===== src/rtl/alu_muldiv_seq.sv =====
// Unsigned MUL/MULHU/DIVU/REMU sequencer borrowing the shared ADD/SUB ALU; Done D_WIDTH+1 cycles after Start
// (cycle 1 for divide by zero). No queueing: Start is ignored while Busy, and Kill aborts without a Done pulse.
module alu_muldiv_seq #(
    parameter int D_WIDTH   = 32,
    parameter int CNT_WIDTH = 6
) (
    input  logic               clk,
    input  logic               rst,
    input  logic               Start,
    input  logic [1:0]         Op,
    input  logic [D_WIDTH-1:0] OpA,
    input  logic [D_WIDTH-1:0] OpB,
    input  logic               Kill,
    output logic               Busy,
    output logic               Done,
    output logic [D_WIDTH-1:0] Result,
    output logic               AluOwn,
    output logic [3:0]         ALUControl,
    output logic [D_WIDTH-1:0] SrcA,
    output logic [D_WIDTH-1:0] SrcB,
    input  logic [D_WIDTH-1:0] ALUResult
);

    localparam logic [3:0] ALU_ADD = 4'b0000;
    localparam logic [3:0] ALU_SUB = 4'b1000;
    localparam logic [CNT_WIDTH-1:0] LAST_IT = CNT_WIDTH'(D_WIDTH - 1);

    typedef enum logic [1:0] {
        IDLE   = 2'd0,
        MUL_IT = 2'd1,
        DIV_IT = 2'd2,
        DONE   = 2'd3
    } state_t;

    state_t               state_q;
    logic                 sel_hi_q;
    logic [D_WIDTH-1:0]   opa_q;
    logic [D_WIDTH-1:0]   opb_q;
    logic [D_WIDTH-1:0]   hi_q;
    logic [D_WIDTH-1:0]   lo_q;
    logic [D_WIDTH-1:0]   result_q;
    logic [CNT_WIDTH-1:0] cnt_q;
    logic                 busy_q;
    logic                 done_q;
    logic                 own_q;

    logic                 mul_carry;
    logic [D_WIDTH-1:0]   mul_hi_d;
    logic [D_WIDTH-1:0]   mul_lo_d;
    logic                 div_m;
    logic [D_WIDTH-1:0]   div_rs;
    logic                 div_take;
    logic [D_WIDTH-1:0]   div_r_d;
    logic [D_WIDTH-1:0]   div_q_d;
    logic                 last_it;

    // hi_q/lo_q hold {Hi,Lo} for multiply and {R,Q} for divide.
    assign div_m  = hi_q[D_WIDTH-1];
    assign div_rs = {hi_q[D_WIDTH-2:0], lo_q[D_WIDTH-1]};

    always_comb begin
        ALUControl = ALU_ADD;
        SrcA       = '0;
        SrcB       = '0;
        case (state_q)
            MUL_IT: begin
                ALUControl = ALU_ADD;
                SrcA       = hi_q;
                SrcB       = lo_q[0] ? opa_q : '0;
            end
            DIV_IT: begin
                ALUControl = ALU_SUB;
                SrcA       = div_rs;
                SrcB       = opb_q;
            end
            default: begin
                ALUControl = ALU_ADD;
                SrcA       = '0;
                SrcB       = '0;
            end
        endcase
    end

    // The 33rd product bit is recovered from unsigned wrap of the shared adder.
    assign mul_carry = (ALUResult < hi_q);
    assign mul_hi_d  = {mul_carry, ALUResult[D_WIDTH-1:1]};
    assign mul_lo_d  = {ALUResult[0], lo_q[D_WIDTH-1:1]};

    assign div_take  = div_m | (div_rs >= opb_q);
    assign div_r_d   = div_take ? ALUResult : div_rs;
    assign div_q_d   = {lo_q[D_WIDTH-2:0], div_take};

    assign last_it   = (cnt_q == LAST_IT);

    always_ff @(posedge clk) begin
        if (rst) begin
            state_q  <= IDLE;
            sel_hi_q <= 1'b0;
            opa_q    <= '0;
            opb_q    <= '0;
            hi_q     <= '0;
            lo_q     <= '0;
            result_q <= '0;
            cnt_q    <= '0;
            busy_q   <= 1'b0;
            done_q   <= 1'b0;
            own_q    <= 1'b0;
        end else begin
            done_q <= 1'b0;
            if (Kill) begin
                state_q <= IDLE;
                busy_q  <= 1'b0;
                own_q   <= 1'b0;
            end else begin
                case (state_q)
                    IDLE: begin
                        if (Start) begin
                            sel_hi_q <= Op[0];
                            opa_q    <= OpA;
                            opb_q    <= OpB;
                            cnt_q    <= '0;
                            hi_q     <= '0;
                            busy_q   <= 1'b1;
                            if (Op[1] && (OpB == '0)) begin
                                state_q  <= DONE;
                                own_q    <= 1'b0;
                                done_q   <= 1'b1;
                                result_q <= Op[0] ? OpA : '1;
                            end else if (Op[1]) begin
                                state_q <= DIV_IT;
                                own_q   <= 1'b1;
                                lo_q    <= OpA;
                            end else begin
                                state_q <= MUL_IT;
                                own_q   <= 1'b1;
                                lo_q    <= OpB;
                            end
                        end
                    end
                    MUL_IT: begin
                        hi_q  <= mul_hi_d;
                        lo_q  <= mul_lo_d;
                        cnt_q <= cnt_q + CNT_WIDTH'(1);
                        if (last_it) begin
                            state_q  <= DONE;
                            own_q    <= 1'b0;
                            done_q   <= 1'b1;
                            result_q <= sel_hi_q ? mul_hi_d : mul_lo_d;
                        end
                    end
                    DIV_IT: begin
                        hi_q  <= div_r_d;
                        lo_q  <= div_q_d;
                        cnt_q <= cnt_q + CNT_WIDTH'(1);
                        if (last_it) begin
                            state_q  <= DONE;
                            own_q    <= 1'b0;
                            done_q   <= 1'b1;
                            result_q <= sel_hi_q ? div_r_d : div_q_d;
                        end
                    end
                    default: begin
                        state_q <= IDLE;
                        busy_q  <= 1'b0;
                        own_q   <= 1'b0;
                    end
                endcase
            end
        end
    end

    assign Busy   = busy_q;
    assign Done   = done_q;
    assign AluOwn = own_q;
    assign Result = result_q;

endmodule


===== config.mk =====
export PLATFORM = sky130hd
export DESIGN_NAME = alu_muldiv_seq
export DESIGN_NICKNAME = d
export VERILOG_FILES = /design/src/rtl/alu_muldiv_seq.sv
export SDC_FILE = /design/constraint.sdc
export NUM_CORES = 1
export LEC_CHECK = 0
export CORE_ASPECT_RATIO = 0.8
export CORE_MARGIN = 5
export CORE_UTILIZATION = 27
export DETAILED_ROUTE_END_ITERATION = 6
export GPL_TIMING_DRIVEN = 1
export PLACE_DENSITY = 0.51
export RECOVER_POWER = 100
export SYNTH_ARGS = -nofsm -noshare
export SYNTH_HDL_FRONTEND = slang
export SYNTH_SLANG_ARGS = --single-unit

===== constraint.sdc =====
create_clock -name clk -period 5.5 [get_ports clk]
set_input_delay 0.825 -clock clk [delete_from_list [all_inputs] [get_ports clk]]
set_output_delay 0.825 -clock clk [all_outputs]
set_load 0.1 [all_outputs]

==> results.md, run 1 <==
* Status: complete, no violations
* Worst-case vdd ir drop at 153 uV
* Cells along the critical path: inv_1, ha_4, and2_0, buf_4, a22oi_1, nor2_1, clkbuf_1
* Grt ovf at 0
* Ys flop type: dfxtp_1
* Clock tree buffer depth at 2
* Worst Path Arrival at about 3.8 ns
* Worst setup path startpoint: state_q[1]
* Starting Density at a little over a quarter
* Post-DP Area at roughly 13000 um^2
* Final nets at about 1700
* Psw at ~1.1 mW
* Initial antenna violation count at 1
* Routed wire length at around 46000 um
* Least-Margin Pin Slew at between 1 and 1.5 ns
* Internal power at 2.11 mW
* CTS tree: done
* Pleak at 4.85 nW
* Core Area at 40400 um^2
* DRC violations left at 0
* Number of DRC markers in iteration 0 at between 1000 and 1500
* Setup crit start kind: flip-flop
* Share of cells above drive strength 1 at 7.88%
* First-pass GRT wire length at just under 70000 um
* Synth Warn # at 0
* Drt wl/cell at between 20 and 25 um
* Syn Area/Cell at between 7 and 8 um^2
* Clock Power Share at between 30% and 40%
* CTS resizes at 0
* Buffers on Ports at around 200
* Clock Skews at ~0.017 ns
* # Post-CTS Setup Buffers at 0
* CP Max Fanout at 17
* Clock slew at the register clock pins of the worst setup and hold paths at approximately 0.070 ns
* CTS hold repair buffers at 0
* Syn Std Cell Area at approximately 11000 um^2
* Critical path required time at approximately 4.7 ns
* Die height at around 190 um
* Antenna diodes at 0
* Final Setup Violations at 0
* Seq/Total Area, Yosys at between 30% and 40%
* Hold crit path type: reg2reg
* Switching Share at about a third
* Post-DR vias/cell at 5.42
* Max Clock Freq at around 0.22 GHz
* CP bufs+invs at 3
* Post-synth top area share at 31.4%
* Clock latency at the later pin of the worst-skew pair at approximately 0.47 ns
* Fin Hold WS at roughly 0.45 ns
* Design Area, Final at 13600 um^2
* Crit path largest cell delay at around 1.0 ns
* Minimum clock period at between 4 and 5 ns
* Slowest-stage cell, CP: and2_0
* Root buf cell: clkbuf_16
* GRT Overall Usage at between 10% and 20%
* Worst slew margin at around 4.6%
* DRT Pass-1 Iters at 6
* H-tree depth at 4
* Combinational power share at between 20 and 25%
* Max-slew violations at 0
* Final hold violation count at 0
* Post-synth top area cell: dfxtp_1
* CP Class: reg2out
* Ports at 205
* EDFF count, synth at 0
* Vias at approximately 11000
* Seq cells post-synth at between 150 and 200
* Power Density at 239 nW/um^2
* Flop pwr share at between 40 and 50%
* Largest net degree at the start of global routing at 67
* Clk sinks at 172
* Unrepaired setup endpoints after global routing: false
* DRT antenna net count at 0
* TritonCTS Buffers at 17
* Layout Utilization at about a third
* Hpwl dp at 32800 um
* Synth async-reset ratio at 0%
* DIE AREA at approximately 45000 um^2
* Worst r2r src: state_q[0]
* Max_cap viols at 0
* Final GP Congestion at 0.836
* Yosys cell types at 67
* Largest cells by area after synthesis: dfxtp_1 (31%), nand2_1 (10%), ha_1 (7.8%)
* CP top delay family: buffers and inverters
* P&R area growth vs syn at 23.7%
* Final worst-path cycle share at 83.6%
* Setup TNS at 0 ns
* Chip width at about 240 um
* Vias in the first global route at ~11000
* Critical Path End Type: output port
* Cells after Synth at around 1400
* Hold Path Origin: opa_q[3]
* Number of fill cells at 4229
* # rows at 66
-- placed cells by master, fill, tap and decap left out, types with 5 or more instances in the layout --
cell type	instances
inv_6	6
nor4_1	10
mux2_2	8
nand3_1	13
nor2_1	79
a22o_1	21
a222oi_1	5
clkdlybuf4s50_1	96
clkbuf_1	47
a22oi_1	95
inv_1	76
dlygate4sd3_1	39
a221oi_1	22
a21oi_1	143
nand4_1	17
o221ai_1	26
mux2_4	19
clkbuf_16	17
buf_4	38
o21ai_0	65
ha_1	66
nor3_1	12
a221o_1	6
a21o_1	6
dfxtp_1	172
or3_1	5
mux2i_1	60
a211oi_1	8
nand2_1	298
-- tightest hold or removal path, cell delays in order, from the launching register on --
cell,delay (ns)
dfxtp_1,0.31
nand2_1,0.05
a21oi_1,0.05
-- through the flow --
stage,worst slack [ns],cells,power [mW]
after floorplan,0.887,1420,1.81
after global placement,1.38,2073,2.09
after detailed placement,1.28,2073,2.09
after CTS,1.46,2105,3.28
after global routing,0.689,2105,3.38
final,0.902,2105,3.25
-- cells by family after synthesis --
logic type      Yosys count  synth area share, %
mux                      88                 8.99
fa+ha+maj                68                 7.75
flops                   172                 31.4
buf+inv                 190                 7.22
xor+xnor                  3                0.239
simple gates            459                 17.6
other cells               1               0.0342
compound gates          437                 26.8
-- power groups by stage --
stage,Sequential (mW),Combinational (mW),Clock [mW]
global route,1.35,0.772,1.26
detailed placement,1.37,0.720,0
global placement,1.37,0.715,0
CTS,1.34,0.724,1.22
floorplan,1.42,0.387,0
finish,1.34,0.717,1.19
-- Yosys cell counts (4+ instances only) --
cell / n
ha_1: 68
nor2_1: 81
a211oi_1: 8
nor3_1: 10
nor2b_1: 5
buf_1: 19
a22o_1: 21
a222oi_1: 5
mux2i_1: 60
mux2_4: 19
buf_2: 5
a22oi_1: 95
or2_2: 5
a21o_1: 6
a221oi_1: 22
a21oi_1: 144
o22ai_1: 4
clkbuf_1: 80
a221o_1: 6
dfxtp_1: 172
nand2_1: 298
o221ai_1: 26
nor4_1: 10
or3_1: 5
o21ai_0: 47
mux2_2: 9
o21ai_1: 18
nand4_1: 17
buf_6: 6
nand3_1: 13
inv_1: 76
-- path summary, 6_finish.rpt --
kind	cells past startpoint	slack [ns]	endpoint
setup / recovery	7	0.90	SrcB[14]
hold / removal	2	0.45	opa_q[3]
setup reg to reg	8	1.42	hi_q[27]
hold reg to reg	2	0.45	opa_q[3]
-- area by class of cell --
class                   count  area (um^2)  area share [%]
clock buffers              17          425            3.13
inverters                  76          285            2.10
well taps                 544          681            5.01
flip-flops and latches    172         3440            25.4
multi-input cells        1058         6790            50.0
repair buffers            223         1840            13.6
clock inverters            15          113           0.829
-- sequential cells by signal, indices dropped and copies added, names as in the netlist --
register and count:
opa_q 32, cnt_q 6, lo_q 32, Busy 1, sel_hi_q 1, AluOwn 1
opb_q 32, state_q 2, Done 1, hi_q 32, Result 32
-- layer usage --
| metal | vias to the layer above | GRT usage [%] | part of all wire, % | wire length (um) |
|---|---|---|---|---|
| li1 | 5359 | - | - | - |
| met1 | 5551 | 27.7 | 46 | 21200 |
| met2 | 427 | 31.6 | 45 | 20800 |
| met3 | 63 | 3.99 | 6.6 | 3020 |
| met4 | 2 | 5.94 | 2.2 | 1030 |
| met5 | - | 0 | 0.028 | 13 |
Note: power is estimated with default switching activity, not from simulation.
==> inputs of run 2 (changes only) <==
Settings changed: PLACE_DENSITY 0.51 to 0.53.
Clock period 5.5 ns to 3.85 ns, I/O delays scaled along.
==> run 2 against run 1 <==
Against the previous run:
- the flow now finishes with violations (capacitance limit, slew limit)
- critical endpoint is now SrcB[25]
- hold slack gained 0.00075 ns
- largest power group unchanged
- critical path type unchanged
- core utilization grew 2.8 points
- clock power grew 59%
- sequential share of layout area shrank 1.9 points
- sequential power grew 43%
- largest cell class unchanged
- flip-flop and latch count is the same
- highest routed layer unchanged
- routed wire length shrank 0.85%
- die area is the same
==> results.md, run 2 (synthesis gave the netlist of run 1 again) <==
* DIE AREA at 44800 um^2 (unchanged)
* Starting Density at 27.2% (unchanged)
* Max_cap viols at 1 (+1)
* First-pass GRT wire length at 69000 um (-0.26%)
* Initial antenna violation count at 4 (+3)
* Worst setup path startpoint: state_q[1]
* Final nets at 1731 (+0.76%)
* Reg-to-Reg End: opb_q[14]
* Max Clock Freq at 0.289 GHz
* Largest net degree at the start of global routing at 128 (+91%)
* DRC violations left at 0 (unchanged)
* Minimum clock period at roughly 3.5 ns
* Number of fill cells at 4152 (-1.8%)
* Share of cells above drive strength 1 at 15.1% (+7.2 points)
* P&R area growth vs syn at 34.0%
* Chip width at 235 um (unchanged)
* Critical path required time at 3.27 ns (-1.41 ns)
* DRT Pass-1 Iters at 5 (-1)
* Clock latency at the later pin of the worst-skew pair at 0.46 ns (about the same)
* Final worst-path cycle share at between 80% and 90%
* Worst r2r src: state_q[0]
* Pleak at 5.24 nW (+8.0%)
* Unrepaired setup endpoints after global routing: false
* Root buf cell: clkbuf_16
* Vias in the first global route at 10887 (-0.81%)
* Least-Margin Pin Slew at 2.28 ns (+0.851 ns)
* Ports at 205 (unchanged)
* Max-slew violations at 30 (+30)
* CTS hold repair buffers at 0 (unchanged)
* Number of DRC markers in iteration 0 at 1083 (-5.7%)
* Worst Path Arrival at 2.88 ns (-0.89 ns)
* Critical Path Sink: SrcB[25]
* # Post-CTS Setup Buffers at 0 (unchanged)
* Setup crit start kind: flip-flop
* Worst reg2reg setup slack at 0.64 ns (-0.78 ns)
* Final GP Congestion at 0.838 (+0.24%)
* Worst-case vdd ir drop at 264 uV (+73%)
* DRT antenna net count at 0 (unchanged)
* Worst slew margin at -52.7% (-57 points)
* H-tree depth at 4 (unchanged)
* Commonest non-fill, non-tap cell in the layout: nand2_1
* Core Area at 40400 um^2 (unchanged)
* Failing checks: capacitance limit, slew limit
* CTS resizes at 0 (unchanged)
* GRT Overall Usage at 19.7% (-0.31 points)
* Hold crit path type: reg2reg
* Die height at 190 um (unchanged)
* CP Max Fanout at 25 (+8)
* Buffers on Ports at 201 (unchanged)
* Post-DR vias/cell at 5.40 (-0.28%)
* Fin Hold WS at 0.455 ns (+0.000746 ns)
* Hpwl dp at 33200 um (+0.98%)
* Final Setup Violations at 0 (unchanged)
* CP Class: reg2out
* Critical Path End Type: output port
* Grt ovf at 0 (unchanged)
* Clock tree buffer depth at 2 (unchanged)
* CTS tree: done
* Vias at 11440 (+0.33%)
* Clock slew at the register clock pins of the worst setup and hold paths at 0.07 ns (about the same)
* Routed wire length at 45700 um (-0.85%)
* Status: complete, but fails checks
* R2R depth at 7 (-1)
* Power Density at 332 nW/um^2 (+39%)
* Drt wl/cell at 21.6 um (-1.5%)
* TritonCTS Buffers at 17 (unchanged)
* Clk sinks at 172 (unchanged)
* Clock Skews at 0.0114 ns (-0.00539 ns)
* # rows at 66 (unchanged)
* Final hold violation count at 0 (unchanged)
* Layout Utilization at 36.4% (+2.8 points)
* Most frequent cells in the layout: nand2_1 (298), dfxtp_1 (172), a21oi_1 (123), clkdlybuf4s50_1 (98), a22oi_1 (95)
-- run 2: final cells by class --
cell class	instances	area, um^2	area share, %
repair buffers	236	2540	17.3
diodes	1	2.50	0.0170
multi-input cells	1058	7130	48.5
well taps	544	681	4.63
flip-flops and latches	172	3440	23.4
clock inverters	11	168	1.14
clock buffers	20	447	3.04
inverters	76	290	1.97
-- run 2: stage by stage --
| step | power (mW) | area (um^2) | instances | setup slack, ns | TNS (ns) |
|---|---|---|---|---|---|
| floorplan | 2.62 | 11400 | 1420 | -0.0638 | -0.0638 |
| finish | 4.88 | 14700 | 2118 | 0.394 | 0 |
| CTS | 4.91 | 15200 | 2117 | 0.693 | 0 |
| detailed placement | 3.04 | 14600 | 2086 | 0.232 | 0 |
| global route | 5.06 | 14700 | 2118 | 0.279 | 0 |
| global placement | 3.03 | 14600 | 2086 | 0.307 | 0 |
-- run 2: how the worst min path moves through the flow --
stage | startpoint | to | slack (ns) | cells past startpoint
2_1_floorplan | opa_q[0] | opa_q[0] | 0.44 | 2
3_3_place_gp | opa_q[28] | opa_q[28] | 0.44 | 2
3_5_place_dp | opa_q[8] | opa_q[8] | 0.45 | 2
4_1_cts | opa_q[4] | opa_q[4] | 0.46 | 2
5_1_grt | opa_q[8] | opa_q[8] | 0.46 | 2
6_report | opa_q[8] | opa_q[8] | 0.46 | 2
-- run 2: routing by layer --
layer  vias up  part of all wire, %  global-route usage (%)
li1       5399                    -                       -
met1      5548                   45                    26.9
met2       440                   46                    31.7
met3        49                  6.6                    4.03
met4         4                  1.7                    5.20
met5         -                0.044                       0
-- run 2: critical path, stage by stage, from the launching register on --
cell and delay (ns):
dfxtp_1 0.36, inv_1 0.13, ha_4 0.15, and2_1 0.40
clkbuf_2 0.72, a22oi_1 0.26, nor2_4 0.19, buf_12 0.19
-- run 2: power by group --
part           internal (mW)  switching, mW  total (mW)
Sequential              1.85         0.0649        1.92
Combinational          0.354          0.717        1.07
Clock                   1.10          0.791        1.89
==> inputs of run 3 (changes only) <==
Settings changed: CORE_ASPECT_RATIO 0.8 to 0.5.
==> run 3 against run 2 <==
Against the previous run:
- the run still ends with capacitance limit, slew limit left
- clock power up 5%
- clock-buffer cell count down 1
- non-clock buffer count up 3
- critical path type unchanged
- die area up 0.49%
- core utilization down 0.080 points
- via count down 2.2%
- power up 1.4%
- clock skew about the same
- critical endpoint is now SrcB[13]
- largest power group is now clock
- largest cell class unchanged
==> results.md, run 3 (synthesis gave the netlist of run 1 again) <==
* Status: complete, but fails checks
* Failing checks: capacitance limit, slew limit
* CTS hold repair buffers at 0 (unchanged)
* Design Area, Final at 14600 um^2 (-0.48%)
* Clock Skews at 0.0118 ns (+0.000381 ns)
* Worst path depth at 6 (-1)
* Initial antenna violation count at 1 (-3)
* First-pass GRT wire length at 67600 um (-2.1%)
* CP Max Fanout at 77 (+210%)
* Max_cap viols at 1 (unchanged)
* CP top delay family: buffers and inverters
* Hold Crit Depth at 2 (unchanged)
* Number of DRC markers in iteration 0 at 898 (-17%)
* Chip width at 295 um (+25%)
* Critical Path Sink: SrcB[13]
* Buffers on Ports at 201 (unchanged)
* Post-DP Area at 14600 um^2 (-0.17%)
* Post-DR vias/cell at 5.28 (-2.2%)
* Ports at 205 (unchanged)
* Largest net degree at the start of global routing at 78 (-39%)
* Root buf cell: clkbuf_16
* # Post-CTS Setup Buffers at 0 (unchanged)
* Setup TNS at 0 ns (unchanged)
* Pleak at 5.12 nW (-2.3%)
* Critical path required time at 3.27 ns (about the same)
* Final hold violation count at 0 (unchanged)
* Dpl ws at 0.485 ns (+0.253 ns)
* Hold crit path type: reg2reg
* H-tree depth at 4 (unchanged)
* CP bufs+invs at 3 (unchanged)
* Cells along the critical path: inv_1, ha_4, buf_12, a22oi_1, nor2_4, clkbuf_2
* Clk sinks at 172 (unchanged)
* Critical Path End Type: output port
* Clock slew at the register clock pins of the worst setup and hold paths at 0.06 ns (about the same)
* Clock tree buffer depth at 2 (unchanged)
* Layout Utilization at 36.3% (-0.080 points)
* Worst-case vdd ir drop at 382 uV (+45%)
* Routed wire length at 44500 um (-2.6%)
* Worst setup path startpoint: state_q[0]
* Minimum clock period at 3.47 ns (+0.0103 ns)
* Unrepaired setup endpoints after global routing: false
* CTS tree: done
* GRT Overall Usage at 19.2% (-0.47 points)
* DIE AREA at 45000 um^2 (+0.49%)
* Drt wl/cell at 21.0 um (-2.6%)
* Worst Path Arrival at 2.89 ns (about the same)
* Grt ovf at 0 (unchanged)
* TritonCTS Buffers at 17 (unchanged)
* DRT Pass-1 Iters at 7 (+2)
* Crit path largest cell delay at 0.60 ns (-0.12 ns)
* R2R depth at 9 (+2)
* Number of fill cells at 4146 (-0.14%)
* GR peak layer: met2
* Max Clock Freq at 0.288 GHz (-0.30%)
* Max-slew violations at 66 (+120%)
* Slowest-stage cell, CP: ha_4
* GR Util met2 at 33.3% (+1.6 points)
* Reg-to-Reg End: hi_q[6]
* Vias in the first global route at 11020 (+1.2%)
* Final nets at 1734 (+0.17%)
* Die height at 153 um (-20%)
* Final Setup Violations at 0 (unchanged)
* Worst reg2reg setup slack at 0.49 ns (-0.15 ns)
* Setup crit start kind: flip-flop
* CTS resizes at 0 (unchanged)
* P&R area growth vs syn at 33.3%
* Hpwl dp at 32600 um (-1.7%)
* Final GP Congestion at 0.829 (-1.1%)
* Power Density at 338 nW/um^2 (+1.9%)
* Commonest non-fill, non-tap cell in the layout: nand2_1
* Met1 Use GR at 24.5% (-2.4 points)
* Worst r2r src: opb_q[31]
* DRC violations left at 0 (unchanged)
* Fin Hold WS at 0.454 ns (-0.00139 ns)
* Share of cells above drive strength 1 at 12.3% (-2.8 points)
* Least-Margin Pin Slew at 1.52 ns (-0.766 ns)
* Met3 GRT Util at 2.62% (-1.4 points)
* Core Area at 40300 um^2 (-0.27%)
* Vias at 11185 (-2.2%)
* Most frequent cells in the layout: nand2_1 (298), dfxtp_1 (172), a21oi_1 (140), clkdlybuf4s50_1 (99), a22oi_1 (95)
* Starting Density at 27.3% (+0.073 points)
* DRT antenna net count at 0 (unchanged)
* # rows at 52 (-21%)
* Final worst-path cycle share at 90.0% (+0.27 points)
* Worst Setup Slack, final at 0.384 ns (-0.0103 ns)
* Clock latency at the later pin of the worst-skew pair at 0.46 ns (about the same)
* CP Class: reg2out
* Worst slew margin at -1.06% (+52 points)
[run 3: metrics by stage]
step / total power, mW / std cells
6_report: 4.95 / 2118
4_1_cts: 5.01 / 2117
2_1_floorplan: 2.62 / 1420
3_5_place_dp: 3.03 / 2085
3_3_place_gp: 3.03 / 2085
5_1_grt: 5.14 / 2118
[run 3: layer usage]
metal	wire length, um	vias up
met1	19300	5390
met4	1300	0
met5	0	-
li1	-	5395
met2	22000	328
met3	1910	72
[run 3: worst min path at each step]
stage                          from        end  slack (ns)
after floorplan            opa_q[0]   opa_q[0]        0.44
after global placement    opa_q[20]  opa_q[20]        0.44
after detailed placement  opa_q[30]  opa_q[30]        0.45
after CTS                 opa_q[30]  opa_q[30]        0.46
after global routing      opa_q[29]  opa_q[29]        0.47
final                     opa_q[31]  opa_q[31]        0.45
[run 3: report_power, final]
part,switching (mW),leakage [nW],internal (mW)
Combinational,0.707,3.42,0.343
Clock,0.809,0.306,1.17
Sequential,0.0634,1.40,1.85
Total,1.58,5.12,3.37
[run 3: final cells by class]
type / count / area [um^2] / share of cell area [%]
Timing Repair Buffer: 239 / 2620 / 17.9
Antenna cell: 1 / 2.50 / 0.0171
Tap cell: 540 / 676 / 4.62
Clock buffer: 19 / 443 / 3.03
Clock inverter: 13 / 215 / 1.47
Multi-Input combinational cell: 1058 / 6940 / 47.4
Sequential cell: 172 / 3440 / 23.5
Inverter: 76 / 290 / 1.98
[run 3: worst register-to-register path, delay by kind of cell (launching register included)]
kind,cells,cell delay (ns)
muxes,1,0.55
AOI/OAI and AO/OA,2,0.30
buffers and inverters,2,0.63
and+or+nand+nor,3,1.09
DFF,1,0.41
adders and majority gates,1,0.30
